[config.mk]
export PLATFORM = sky130hd
export DESIGN_NAME = dmem_arbiter_flat
export DESIGN_NICKNAME = d
export VERILOG_FILES = /design/src/rtl/dmem_arbiter_if.sv /design/src/rtl/dmem_arbiter.sv /design/src/flat_wrapper.sv
export SDC_FILE = /design/constraint.sdc
export NUM_CORES = 1
export LEC_CHECK = 0
export ABC_CLOCK_PERIOD_IN_PS = 2700
export BUFFER_PORTS_ARGS = -buffer_cell sky130_fd_sc_hd__buf_4
export CAP_MARGIN = 10
export CORE_MARGIN = 3
export CORE_UTILIZATION = 30
export CTS_CLUSTER_DIAMETER = 150
export DETAILED_ROUTE_END_ITERATION = 8
export GPL_TIMING_DRIVEN = 0
export SYNTH_ARGS = -nofsm -noshare
export SYNTH_HDL_FRONTEND = slang
export SYNTH_SLANG_ARGS = --single-unit
[constraint.sdc]
create_clock -name clk -period 2.7 [get_ports clk]
set_clock_uncertainty 0.15 [all_clocks]
set_input_delay 0.27 -clock clk [delete_from_list [all_inputs] [get_ports clk]]
set_output_delay 0.27 -clock clk [all_outputs]
set_load 0.02 [all_outputs]
[src/rtl/dmem_arbiter_if.sv]
// Requester-side handshake bundle for dmem_arbiter; one instance per requester.
// The requester drives req/we/addr/wdata; the arbiter returns ack/rdata/err.
interface dmem_arbiter_if #(
  parameter int unsigned DATA_W = 32
);
  logic              req;
  logic              we;
  logic [31:0]       addr;
  logic [DATA_W-1:0] wdata;
  logic              ack;
  logic [DATA_W-1:0] rdata;
  logic              err;

  modport master (output req, we, addr, wdata, input ack, rdata, err);
  modport slave  (input req, we, addr, wdata, output ack, rdata, err);
endinterface

[src/rtl/dmem_arbiter.sv]
// Two-requester round-robin arbiter/sequencer for the single-port data memory.
// Each transaction runs IDLE -> ACCESS -> RESP; bad addresses never reach the memory.
module dmem_arbiter #(
  parameter int unsigned DATA_W      = 32,
  parameter int unsigned DEPTH_WORDS = 32
) (
  input  logic              clk,
  input  logic              reset,
  dmem_arbiter_if.slave     m0,
  dmem_arbiter_if.slave     m1,
  output logic [31:0]       mem_address,
  output logic [DATA_W-1:0] mem_write_data,
  output logic              mem_MemRead,
  output logic              mem_MemWrite,
  input  logic [DATA_W-1:0] mem_read_data
);

  typedef enum logic [1:0] {StIdle, StAccess, StResp} state_e;

  state_e            state_q, state_d;
  logic              gnt_q, gnt_d;
  logic              last_grant_q, last_grant_d;
  logic              we_q, we_d;
  logic              err_q, err_d;
  logic [29:0]       idx_q, idx_d;
  logic [DATA_W-1:0] wdata_q, wdata_d;
  logic [DATA_W-1:0] rdata0_q, rdata0_d, rdata1_q, rdata1_d;
  logic              err0_q, err0_d, err1_q, err1_d;

  logic              sel;
  logic [31:0]       sel_addr;
  logic [DATA_W-1:0] rd_val;

  always_comb begin
    // On a tie the requester not served last wins; otherwise whoever is asking.
    sel      = (m0.req && m1.req) ? ~last_grant_q : m1.req;
    sel_addr = sel ? m1.addr : m0.addr;
    rd_val   = (!we_q && !err_q) ? mem_read_data : '0;

    state_d      = state_q;
    gnt_d        = gnt_q;
    last_grant_d = last_grant_q;
    we_d         = we_q;
    err_d        = err_q;
    idx_d        = idx_q;
    wdata_d      = wdata_q;
    rdata0_d     = rdata0_q;
    rdata1_d     = rdata1_q;
    err0_d       = err0_q;
    err1_d       = err1_q;

    unique case (state_q)
      StIdle: begin
        if (m0.req || m1.req) begin
          gnt_d        = sel;
          last_grant_d = sel;
          we_d         = sel ? m1.we : m0.we;
          wdata_d      = sel ? m1.wdata : m0.wdata;
          idx_d        = sel_addr[31:2];
          err_d        = (sel_addr[1:0] != 2'b00) ||
                         ({2'b00, sel_addr[31:2]} >= DEPTH_WORDS);
          state_d      = StAccess;
        end
      end
      StAccess: begin
        if (gnt_q) begin
          rdata1_d = rd_val;
          err1_d   = err_q;
        end else begin
          rdata0_d = rd_val;
          err0_d   = err_q;
        end
        state_d = StResp;
      end
      StResp:  state_d = StIdle;
      default: state_d = StIdle;
    endcase
  end

  always_ff @(posedge clk) begin
    if (reset) begin
      state_q      <= StIdle;
      gnt_q        <= 1'b0;
      last_grant_q <= 1'b1;
      we_q         <= 1'b0;
      err_q        <= 1'b0;
      idx_q        <= '0;
      wdata_q      <= '0;
      rdata0_q     <= '0;
      rdata1_q     <= '0;
      err0_q       <= 1'b0;
      err1_q       <= 1'b0;
    end else begin
      state_q      <= state_d;
      gnt_q        <= gnt_d;
      last_grant_q <= last_grant_d;
      we_q         <= we_d;
      err_q        <= err_d;
      idx_q        <= idx_d;
      wdata_q      <= wdata_d;
      rdata0_q     <= rdata0_d;
      rdata1_q     <= rdata1_d;
      err0_q       <= err0_d;
      err1_q       <= err1_d;
    end
  end

  assign mem_address    = {2'b00, idx_q};
  assign mem_write_data = wdata_q;
  assign mem_MemRead    = (state_q == StAccess) && !we_q && !err_q;
  // Reset during ACCESS must suppress the write that would commit on this edge.
  assign mem_MemWrite   = (state_q == StAccess) && we_q && !err_q && !reset;

  assign m0.ack   = (state_q == StResp) && !gnt_q;
  assign m1.ack   = (state_q == StResp) && gnt_q;
  assign m0.rdata = rdata0_q;
  assign m1.rdata = rdata1_q;
  assign m0.err   = err0_q;
  assign m1.err   = err1_q;

endmodule

[src/flat_wrapper.sv]
// flat-port wrapper written by rule: the top's interface ports become plain ports
module dmem_arbiter_flat 
#(
  parameter int unsigned DATA_W      = 32,
  parameter int unsigned DEPTH_WORDS = 32
)
  (clk, reset, mem_address, mem_write_data, mem_MemRead, mem_MemWrite, mem_read_data, m0_req, m0_we, m0_addr, m0_wdata, m0_ack, m0_rdata, m0_err, m1_req, m1_we, m1_addr, m1_wdata, m1_ack, m1_rdata, m1_err);
  dmem_arbiter_if #(.DATA_W(DATA_W)) m0_i ();
  dmem_arbiter_if #(.DATA_W(DATA_W)) m1_i ();
  input  logic clk;
  input  logic reset;
  output logic [31:0] mem_address;
  output logic [DATA_W-1:0] mem_write_data;
  output logic mem_MemRead;
  output logic mem_MemWrite;
  input  logic [DATA_W-1:0] mem_read_data;
  input wire logic [$bits(m0_i.req)-1:0] m0_req;
  input wire logic [$bits(m0_i.we)-1:0] m0_we;
  input wire logic [$bits(m0_i.addr)-1:0] m0_addr;
  input wire logic [$bits(m0_i.wdata)-1:0] m0_wdata;
  output wire logic [$bits(m0_i.ack)-1:0] m0_ack;
  output wire logic [$bits(m0_i.rdata)-1:0] m0_rdata;
  output wire logic [$bits(m0_i.err)-1:0] m0_err;
  input wire logic [$bits(m1_i.req)-1:0] m1_req;
  input wire logic [$bits(m1_i.we)-1:0] m1_we;
  input wire logic [$bits(m1_i.addr)-1:0] m1_addr;
  input wire logic [$bits(m1_i.wdata)-1:0] m1_wdata;
  output wire logic [$bits(m1_i.ack)-1:0] m1_ack;
  output wire logic [$bits(m1_i.rdata)-1:0] m1_rdata;
  output wire logic [$bits(m1_i.err)-1:0] m1_err;
  assign m0_i.req = m0_req;
  assign m0_i.we = m0_we;
  assign m0_i.addr = m0_addr;
  assign m0_i.wdata = m0_wdata;
  assign m0_ack = m0_i.ack;
  assign m0_rdata = m0_i.rdata;
  assign m0_err = m0_i.err;
  assign m1_i.req = m1_req;
  assign m1_i.we = m1_we;
  assign m1_i.addr = m1_addr;
  assign m1_i.wdata = m1_wdata;
  assign m1_ack = m1_i.ack;
  assign m1_rdata = m1_i.rdata;
  assign m1_err = m1_i.err;
  dmem_arbiter #(.DATA_W(DATA_W), .DEPTH_WORDS(DEPTH_WORDS)) u_core (.clk(clk), .reset(reset), .m0(m0_i), .m1(m1_i), .mem_address(mem_address), .mem_write_data(mem_write_data), .mem_MemRead(mem_MemRead), .mem_MemWrite(mem_MemWrite), .mem_read_data(mem_read_data));
endmodule
==> results.sh, run 1 <==
export IMPL_worst_slack_ns=0.802
export IMPL_io_pins=300
export IMPL_cts_buffers=17
export IMPL_synth_cell_type_count=33
export IMPL_drt_iter0_drc=217
export IMPL_htree_levels=4
export IMPL_cp_start_kind="flip-flop"
export IMPL_grt_pass1_wl_um=33000
export IMPL_worstMarginPinSlew_ns=0.715
export IMPL_final_antenna_net_count=0
export IMPL_synth_warning_count=0
export IMPL_yosysSeqAreaShare_pct=46.0
export IMPL_endpoint_kind="primary output"
export IMPL_hp_class="in2reg"
export IMPL_critical_path_class="reg2out"
export IMPL_clock_sinks=134
export IMPL_num_vias=5799
export IMPL_clkPwrFrac_pct=39.0
export IMPL_cp_max_fo=7
export IMPL_drt_wirelength_per_cell_um=17.2
export IMPL_dieArea_um2=21100
export IMPL_fillCellCount=1890
export IMPL_report_final_slew_viol_count=0
export IMPL_clockRootBuffer="clkbuf_16"
export IMPL_hpwl_um=16500
export IMPL_power_density_nw_per_um2=631
export IMPL_period_needed_ns=1.90
export IMPL_swShare_pct=30.7
export IMPL_viasPerCell=4.66
export IMPL_setup_violations=0
export IMPL_num_rows=50
export IMPL_antenna_found_initial=0
export IMPL_gp_congestion=0.838
export IMPL_max_cap_violations=0
export IMPL_clk_pin_slew_ns=0.06
export IMPL_drc_errors=0
export IMPL_min_from="m0_wdata[30]"
export IMPL_synth_avg_cell_area_um2=9.35
export IMPL_hold_ws_ns=0.0517
export IMPL_core_um2=18900
export IMPL_p_comb_share_pct=23.3
export IMPL_met2_usage_pct=33.8
export IMPL_r2r_start="u_core.state_q[0]"
export IMPL_die_height_um=145
export IMPL_crit_start="u_core.state_q[1]"
export IMPL_grt_max_degree=17
export IMPL_rsz0062_at_grt="no"
export IMPL_cts_resized=0
export IMPL_busiest_layer="met2"
export IMPL_switching_power_w=0.00180
export IMPL_p_int_w=0.00406
export IMPL_cts_setup_buffers=0
export IMPL_max_clock_freq_ghz=0.527
export IMPL_layout_drive_gt1_share_pct=43.1
export IMPL_ys_ff_latch=134
export IMPL_grt_usage_pct=19.7
export IMPL_numPortBuffers=296
export IMPL_power_frac_seq_pct=37.8
export IMPL_slew_headroom_pct=52.3
export IMPL_multiInputGateArea_um2=2780
export IMPL_arrival_ns=1.48
export IMPL_hold_viol=0
export IMPL_n_antenna_cell=0
export IMPL_p_leak_nw=3.94
export IMPL_place_inst=1181
export IMPL_required_ns=2.28
export IMPL_fp_dieW_um=145
export IMPL_wirelength_um=21400
export IMPL_regArea_um2=2680
export IMPL_met3_usage_pct=6.79
export IMPL_grt_pass1_vias=5890
export IMPL_initial_core_util_pct=30.9
export IMPL_final_nets=1138
export IMPL_syn_inst=624
export IMPL_dp_slack_ns=0.669
export IMPL_use_met1_pct=23.5
export IMPL_syn2layout_area_growth_pct=59.2
export IMPL_clock_path_buffers=2
export IMPL_dr_pass1_iters=6
export IMPL_clock_latency_ns=0.41
export IMPL_outcome="finished, final reports clean"
export IMPL_overflow=0
export IMPL_cts_tree="built"
export IMPL_fin_crit_sh_pct=70.3
export IMPL_final_cells=1245
export IMPL_ir_worst_vdd_mv=0.387
export IMPL_fin_tns_setup_ns=0
export IMPL_syn_area_um2=5830
==> layer usage <==
layer | part of all wire (%) | wire [um]
met1 | 42 | 8880
met2 | 49 | 10500
met3 | 7.8 | 1670
met4 | 1.4 | 294
met5 | 0 | 0
==> power by group through the flow <==
stage / registers [W] / clock network, W / logic [W]
5_1_grt: 0.00223 / 0.00242 / 0.00147
6_report: 0.00221 / 0.00228 / 0.00136
4_1_cts: 0.00221 / 0.00234 / 0.00138
3_3_place_gp: 0.00225 / 0 / 0.00133
3_5_place_dp: 0.00225 / 0 / 0.00134
2_1_floorplan: 0.00241 / 0 / 0.000568
==> cell families (layout without fill, tap and decap cells) <==
family	Yosys count	after routing	synth area share (%)
compound gates	137	137	19.2
other cells	1	2	0.0643
flops	134	134	46.0
buf+inv	59	419	6.48
mux	62	62	10.6
simple gates	231	231	17.7
==> layout make-up <==
type	instances	area share [%]
multi-input cells	432	29.9
flip-flops and latches	134	28.9
repair buffers	328	27.4
clock buffers	18	4.73
plain buffers	58	4.03
well taps	260	3.50
clock inverters	14	1.52
inverters	1	0.0404
==> cells in the mapped netlist <==
cell type	number	share of area, %
a21oi_1	67	5.7
buf_4	8	1.0
dfxtp_1	134	46
inv_2	1	0.064
or2_2	1	0.11
conb_1	1	0.064
clkbuf_1	19	1.2
buf_6	2	0.39
nor2b_1	1	0.11
nand4b_1	1	0.15
nor2_1	69	4.4
a211oi_2	50	11
nor3_1	2	0.17
a21boi_4	1	0.32
nand2b_2	1	0.15
o21ai_0	1	0.086
o21a_1	1	0.13
a211oi_1	14	1.8
nand4_1	3	0.32
nor4_1	12	1.3
buf_12	5	1.7
nor4b_1	1	0.15
nand2_1	68	4.4
mux2i_1	62	11
a22oi_1	1	0.13
a31oi_1	1	0.11
nor2_2	4	0.43
or2_1	1	0.11
buf_2	24	2.1
nor3b_1	2	0.26
o22ai_1	1	0.11
nand3_1	64	5.5
nand2b_1	1	0.11
==> final timing paths <==
path / slack, ns / end / cells after the start
max reg2reg: 0.95 / u_core.mem_write_data[5] / 6
min reg2reg: 0.30 / u_core.m0.rdata[3] / 2
min: 0.05 / u_core.mem_write_data[30] / 3
max: 0.80 / mem_MemWrite / 3
==> through the flow <==
stage               instance area (um^2)  util [%]  power, W
floorplan                           5840         -   0.00298
global placement                    8380      44.4   0.00358
detailed placement                  8380      44.4   0.00359
CTS                                 9280      49.1   0.00593
global route                        9280      49.1   0.00613
finish                              9280      49.1   0.00586
==> cell usage in the layout (no fill, tap or decap), types with 17 or more instances in the layout <==
cell,netlist,layout
buf_4,8,304
dfxtp_1,134,134
nor2_1,69,69
nand2_1,68,68
a21oi_1,67,67
nand3_1,64,64
mux2i_1,62,62
a211oi_2,50,50
dlygate4sd3_1,0,32
buf_2,24,24
clkbuf_1,19,19
clkbuf_16,0,17
==> state kept, by name (all words and copies together), names as in the netlist, 2 cells and up <==
register / count
u_core.m0.rdata: 32
u_core.m1.rdata: 32
u_core.mem_write_data: 32
u_core.idx_q: 30
u_core.state_q: 2
==> critical path, stage by stage (launching register included) <==
cell	delay (ns)
dfxtp_1	0.33
nand2b_2	0.25
nor4b_1	0.27
buf_4	0.21
==> repair_timing <==
item,in CTS,in global routing
endpoints found under the setup margin,0,0
hold buffers,32,0
hold endpoints to repair,63,0
Note: power is estimated with default switching activity, not from simulation.
==> inputs of run 2 (changes only) <==
Settings changed: ABC_CLOCK_PERIOD_IN_PS 2700 to 1980.
Clock period 2.7 ns to 1.98 ns, I/O delays scaled along.
==> run 2 against run 1 <==
Sequential share of layout area down 0.66 points. Total power increased by 37%. Final cell count grew 1.8%. First-iteration DRC count grew 3.2%. Utilization increased by 1.2 points. Combinational power grew 40%. Largest cell class unchanged. Via count is 1.8% higher. Clock power up 36%. Routed wire length up 0.81%. Worst setup slack got worse by 0.71 ns. Global-route usage rose by 0.21 points. Count of clock-buffer cells in the layout did not move.
==> results.sh, run 2 (synthesized netlist as in run 1, its figures left out) <==
export IMPL_place_inst=1181
export IMPL_hold_viol=0
export IMPL_hold_depth=3
export IMPL_die_height_um=145
export IMPL_dieArea_um2=21100
export IMPL_overflow=0
export IMPL_io_pins=300
export IMPL_antenna_found_initial=0
export IMPL_drc_errors=0
export IMPL_numPortBuffers=296
export IMPL_syn2layout_area_growth_pct=63.0
export IMPL_multiInputGateArea_um2=2780
export IMPL_n_antenna_cell=0
export IMPL_reg2reg_slack_ns=0.09
export IMPL_num_rows=50
export IMPL_slew_headroom_pct=51.9
export IMPL_cts_buffers=17
export IMPL_clock_sinks=134
export IMPL_cp_start_kind="flip-flop"
export IMPL_fin_tns_setup_ns=0
export IMPL_final_antenna_net_count=0
export IMPL_p_leak_nw=4.04
export IMPL_clock_path_buffers=2
export IMPL_initial_core_util_pct=30.9
export IMPL_fillCellCount=1873
export IMPL_max_cap_violations=0
export IMPL_report_final_slew_viol_count=0
export IMPL_outcome="finished, final reports clean"
export IMPL_viasPerCell=4.66
export IMPL_final_cells=1267
export IMPL_crit_path_cell_trace="a21boi_4 -> buf_12 -> mux2i_1 -> dlygate4sd3_1 -> a211oi_1"
export IMPL_wirelength_um=21600
export IMPL_met2_usage_pct=34.7
export IMPL_arrival_ns=2.00
export IMPL_period_needed_ns=1.89
export IMPL_hpwl_um=16500
export IMPL_dr_pass1_iters=4
export IMPL_mostFrequentLayoutCells="buf_4 (308), dfxtp_1 (133), nor2_1 (69)"
export IMPL_cp_max_fo=10
export IMPL_htree_levels=4
export IMPL_clockRootBuffer="clkbuf_16"
export IMPL_r2r_end="u_core.mem_write_data[16]"
export IMPL_grt_max_degree=17
export IMPL_final_util_pct=50.3
export IMPL_layout_drive_gt1_share_pct=42.8
export IMPL_hold_ws_ns=0.0151
export IMPL_worst_path_max_delay_cell="dlygate4sd3_1"
export IMPL_power_density_nw_per_um2=845
export IMPL_fin_crit_sh_pct=95.2
export IMPL_rsz0062_at_grt="no"
export IMPL_gp_congestion=0.838
export IMPL_num_vias=5904
export IMPL_min_to="u_core.mem_write_data[2]"
export IMPL_required_ns=2.10
export IMPL_min_from="m1_wdata[2]"
export IMPL_placed_cell_area_um2=8380
export IMPL_worstMarginPinSlew_ns=0.722
export IMPL_max_stage_delay_ns=0.56
export IMPL_grt_pass1_wl_um=33500
export IMPL_critical_path_class="reg2reg"
export IMPL_drt_wirelength_per_cell_um=17.0
export IMPL_max_clock_freq_ghz=0.530
export IMPL_clock_latency_ns=0.41
export IMPL_busiest_layer="met2"
export IMPL_layout_commonest_cell="buf_4"
export IMPL_use_met1_pct=23.5
export IMPL_design_area_um2=9500
export IMPL_clk_pin_slew_ns=0.06
export IMPL_endpoint_kind="flip-flop"
export IMPL_fp_dieW_um=145
export IMPL_rr_worst_depth=5
export IMPL_grt_pass1_vias=6040
export IMPL_cts_tree="built"
export IMPL_hp_class="in2reg"
export IMPL_met3_usage_pct=6.54
export IMPL_final_nets=1160
export IMPL_ir_worst_vdd_mv=0.528
export IMPL_drt_iter0_drc=224
export IMPL_grt_usage_pct=19.9
export IMPL_regArea_um2=2680
export IMPL_core_um2=18900
export IMPL_setup_violations=0
export IMPL_r2r_start="u_core.last_grant_q"
-- run 2: final cells by class --
class	instances	share of cell area, %
Sequential cell	134	28.2
Clock inverter	14	1.49
Buffer	58	3.98
Multi-Input combinational cell	432	29.3
Clock buffer	18	4.62
Inverter	1	0.0395
Timing Repair Buffer	350	29.0
Tap cell	260	3.42
-- run 2: repair_timing --
action,in CTS,in global routing
gates resized for setup,0,3
hold endpoints to repair,75,0
hold buffers,50,0
setup endpoints to repair,0,2
setup buffers,0,4
-- run 2: how the worst max path moves through the flow --
| stage | cells past startpoint | startpoint | slack [ns] | endpoint |
|---|---|---|---|---|
| 2_1_floorplan | 3 | reset | 0.33 | mem_MemWrite |
| 4_1_cts | 5 | u_core.last_grant_q | 0.09 | u_core.mem_write_data[16] |
| 3_5_place_dp | 4 | reset | 0.02 | u_core.m1.rdata[2] |
| 5_1_grt | 5 | u_core.last_grant_q | 0.01 | u_core.mem_write_data[16] |
| 3_3_place_gp | 4 | reset | 0.04 | u_core.m0.rdata[25] |
| 6_report | 5 | u_core.last_grant_q | 0.09 | u_core.mem_write_data[16] |
-- run 2: layer usage --
| metal | vias up | share of wire (%) |
|---|---|---|
| li1 | 2959 | - |
| met1 | 2696 | 41 |
| met2 | 227 | 50 |
| met3 | 22 | 7.6 |
| met4 | 0 | 1.5 |
| met5 | - | 0 |
-- run 2: where the power goes --
part / internal (W) / total (W) / switching, W
sequential: 0.00290 / 0.00302 / 0.000119
clock: 0.00180 / 0.00311 / 0.00131
combinational: 0.000874 / 0.00191 / 0.00103
total: 0.00557 / 0.00803 / 0.00246
-- run 2: stage by stage --
stage,setup WS [ns],power [W]
after detailed placement,0.0214,0.00490
after global routing,0.0125,0.00841
after floorplan,0.326,0.00406
after CTS,0.0914,0.00812
after global placement,0.0413,0.00489
final,0.0945,0.00803
-- run 2: critical path: cells and delay by family (launching register included) --
family | cells | cell delay (ns)
AOI/OAI and AO/OA | 2 | 0.29
DFF | 1 | 0.34
buffers and inverters | 2 | 0.76
muxes | 1 | 0.19
==> inputs of run 3 (changes only) <==
Settings changed: CORE_UTILIZATION 30 to 46, PLACE_DENSITY set to 0.91.
==> run 3 against run 2 <==
Critical path depth is 1 lower. Global-route usage is 9.1 points higher. Sequential share of layout area is 0.81 points higher. Fmax is 2.1% higher. Utilization is 25 points higher. Critical path type unchanged. Largest cell class unchanged.
==> results.sh, run 3 (synthesized netlist as in run 1, its figures left out) <==
export IMPL_clk_pin_slew_ns=0.06
export IMPL_power_w=0.00811
export IMPL_cts_buffers=17
export IMPL_multiInputGateArea_um2=2780
export IMPL_htree_levels=4
export IMPL_grt_pass1_wl_um=32700
export IMPL_fin_crit_sh_pct=93.2
export IMPL_drt_wirelength_per_cell_um=18.4
export IMPL_arrival_ns=2.03
export IMPL_p_leak_nw=3.96
export IMPL_cp_max_fo=10
export IMPL_slew_headroom_pct=51.2
export IMPL_final_nets=1142
export IMPL_mostFrequentLayoutCells="buf_4 (304), dfxtp_1 (134), nor2_1 (69)"
export IMPL_crit_family="simple AND/OR/NAND/NOR gates"
export IMPL_cts_setup_buffers=0
export IMPL_dr_pass1_iters=6
export IMPL_hpwl_um=15100
export IMPL_num_vias=6256
export IMPL_report_final_slew_viol_count=0
export IMPL_outcome="finished, final reports clean"
export IMPL_layout_drive_gt1_share_pct=42.8
export IMPL_n_antenna_cell=0
export IMPL_path_depth=4
export IMPL_hold_ws_ns=0.0137
export IMPL_clock_latency_ns=0.40
export IMPL_cts_tree="built"
export IMPL_grt_max_degree=17
export IMPL_endpoint_kind="flip-flop"
export IMPL_path_buf_inv=1
export IMPL_cp_start_kind="flip-flop"
export IMPL_fp_dieW_um=119
export IMPL_hold_viol=0
export IMPL_grt_usage_pct=29.0
export IMPL_drt_iter0_drc=563
export IMPL_num_rows=40
export IMPL_io_pins=300
export IMPL_syn2layout_area_growth_pct=58.4
export IMPL_setup_violations=0
export IMPL_initial_core_util_pct=47.8
export IMPL_worstMarginPinSlew_ns=0.732
export IMPL_rr_worst_depth=4
export IMPL_clock_path_buffers=2
export IMPL_design_area_um2=9240
export IMPL_required_ns=2.16
export IMPL_max_stage_delay_ns=0.43
export IMPL_numPortBuffers=296
export IMPL_gp_congestion=0.881
export IMPL_place_inst=1089
export IMPL_ir_worst_vdd_mv=0.539
export IMPL_critical_path_class="reg2reg"
export IMPL_worst_path_max_delay_cell="clkbuf_1"
export IMPL_crit_path_cell_trace="nor2_2 -> clkbuf_1 -> nand3_1 -> a21oi_1"
export IMPL_period_needed_ns=1.85
export IMPL_max_cap_violations=0
export IMPL_hold_depth=3
export IMPL_cts_resized=0
export IMPL_grt_pass1_vias=6505
export IMPL_clockRootBuffer="clkbuf_16"
export IMPL_wirelength_um=21200
export IMPL_rsz0062_at_grt="no"
export IMPL_viasPerCell=5.41
export IMPL_cts_hold_buf=36
export IMPL_drc_errors=0
export IMPL_clock_sinks=134
export IMPL_fillCellCount=841
export IMPL_layout_commonest_cell="buf_4"
export IMPL_placed_cell_area_um2=8270
export IMPL_power_density_nw_per_um2=878
export IMPL_final_cells=1157
export IMPL_die_height_um=119
export IMPL_regArea_um2=2680
export IMPL_dieArea_um2=14100
export IMPL_fin_tns_setup_ns=0
export IMPL_hp_class="in2reg"
export IMPL_max_clock_freq_ghz=0.542
export IMPL_core_um2=12200
export IMPL_overflow=0
export IMPL_final_antenna_net_count=0
export IMPL_antenna_found_initial=0
[run 3: per-stage QoR]
step	setup slack, ns	util [%]
finish	0.134	75.6
global route	0.0376	75.6
CTS	0.137	75.6
detailed placement	0.157	67.7
global placement	0.188	67.7
floorplan	0.326	-
[run 3: where the power goes]
group / switching, W / internal (W) / total [W]
Sequential: 0.000122 / 0.00290 / 0.00302
Combinational: 0.00103 / 0.000842 / 0.00188
Clock: 0.00122 / 0.00200 / 0.00322
Total: 0.00237 / 0.00574 / 0.00811
[run 3: worst paths after layout]
kind,from,to,slack [ns]
hold / removal,m1_wdata[30],u_core.mem_write_data[30],0.01
hold reg to reg,u_core.m1.rdata[5],u_core.m1.rdata[5],0.31
setup reg to reg,u_core.err_q,u_core.m0.rdata[9],0.13
setup / recovery,u_core.err_q,u_core.m0.rdata[9],0.13
[run 3: final cells by class]
cell class / count / area share [%]
Clock inverter: 13 / 1.90
Multi-Input combinational cell: 432 / 30.0
Buffer: 58 / 4.05
Sequential cell: 134 / 29.0
Clock buffer: 19 / 4.69
Inverter: 1 / 0.0406
Timing Repair Buffer: 332 / 28.0
Tap cell: 168 / 2.28
[run 3: metal layers]
layer,routed length (um),GRT usage (%),vias to the layer above
li1,-,-,2918
met1,7610,30.8,2921
met2,11000,53.1,354
met3,1850,8.71,63
met4,822,11.9,0
met5,0,0,-
[run 3: worst min-delay path: stages]
cell and delay [ns]:
buf_4 0.11, mux2i_1 0.13, a211oi_1 0.08
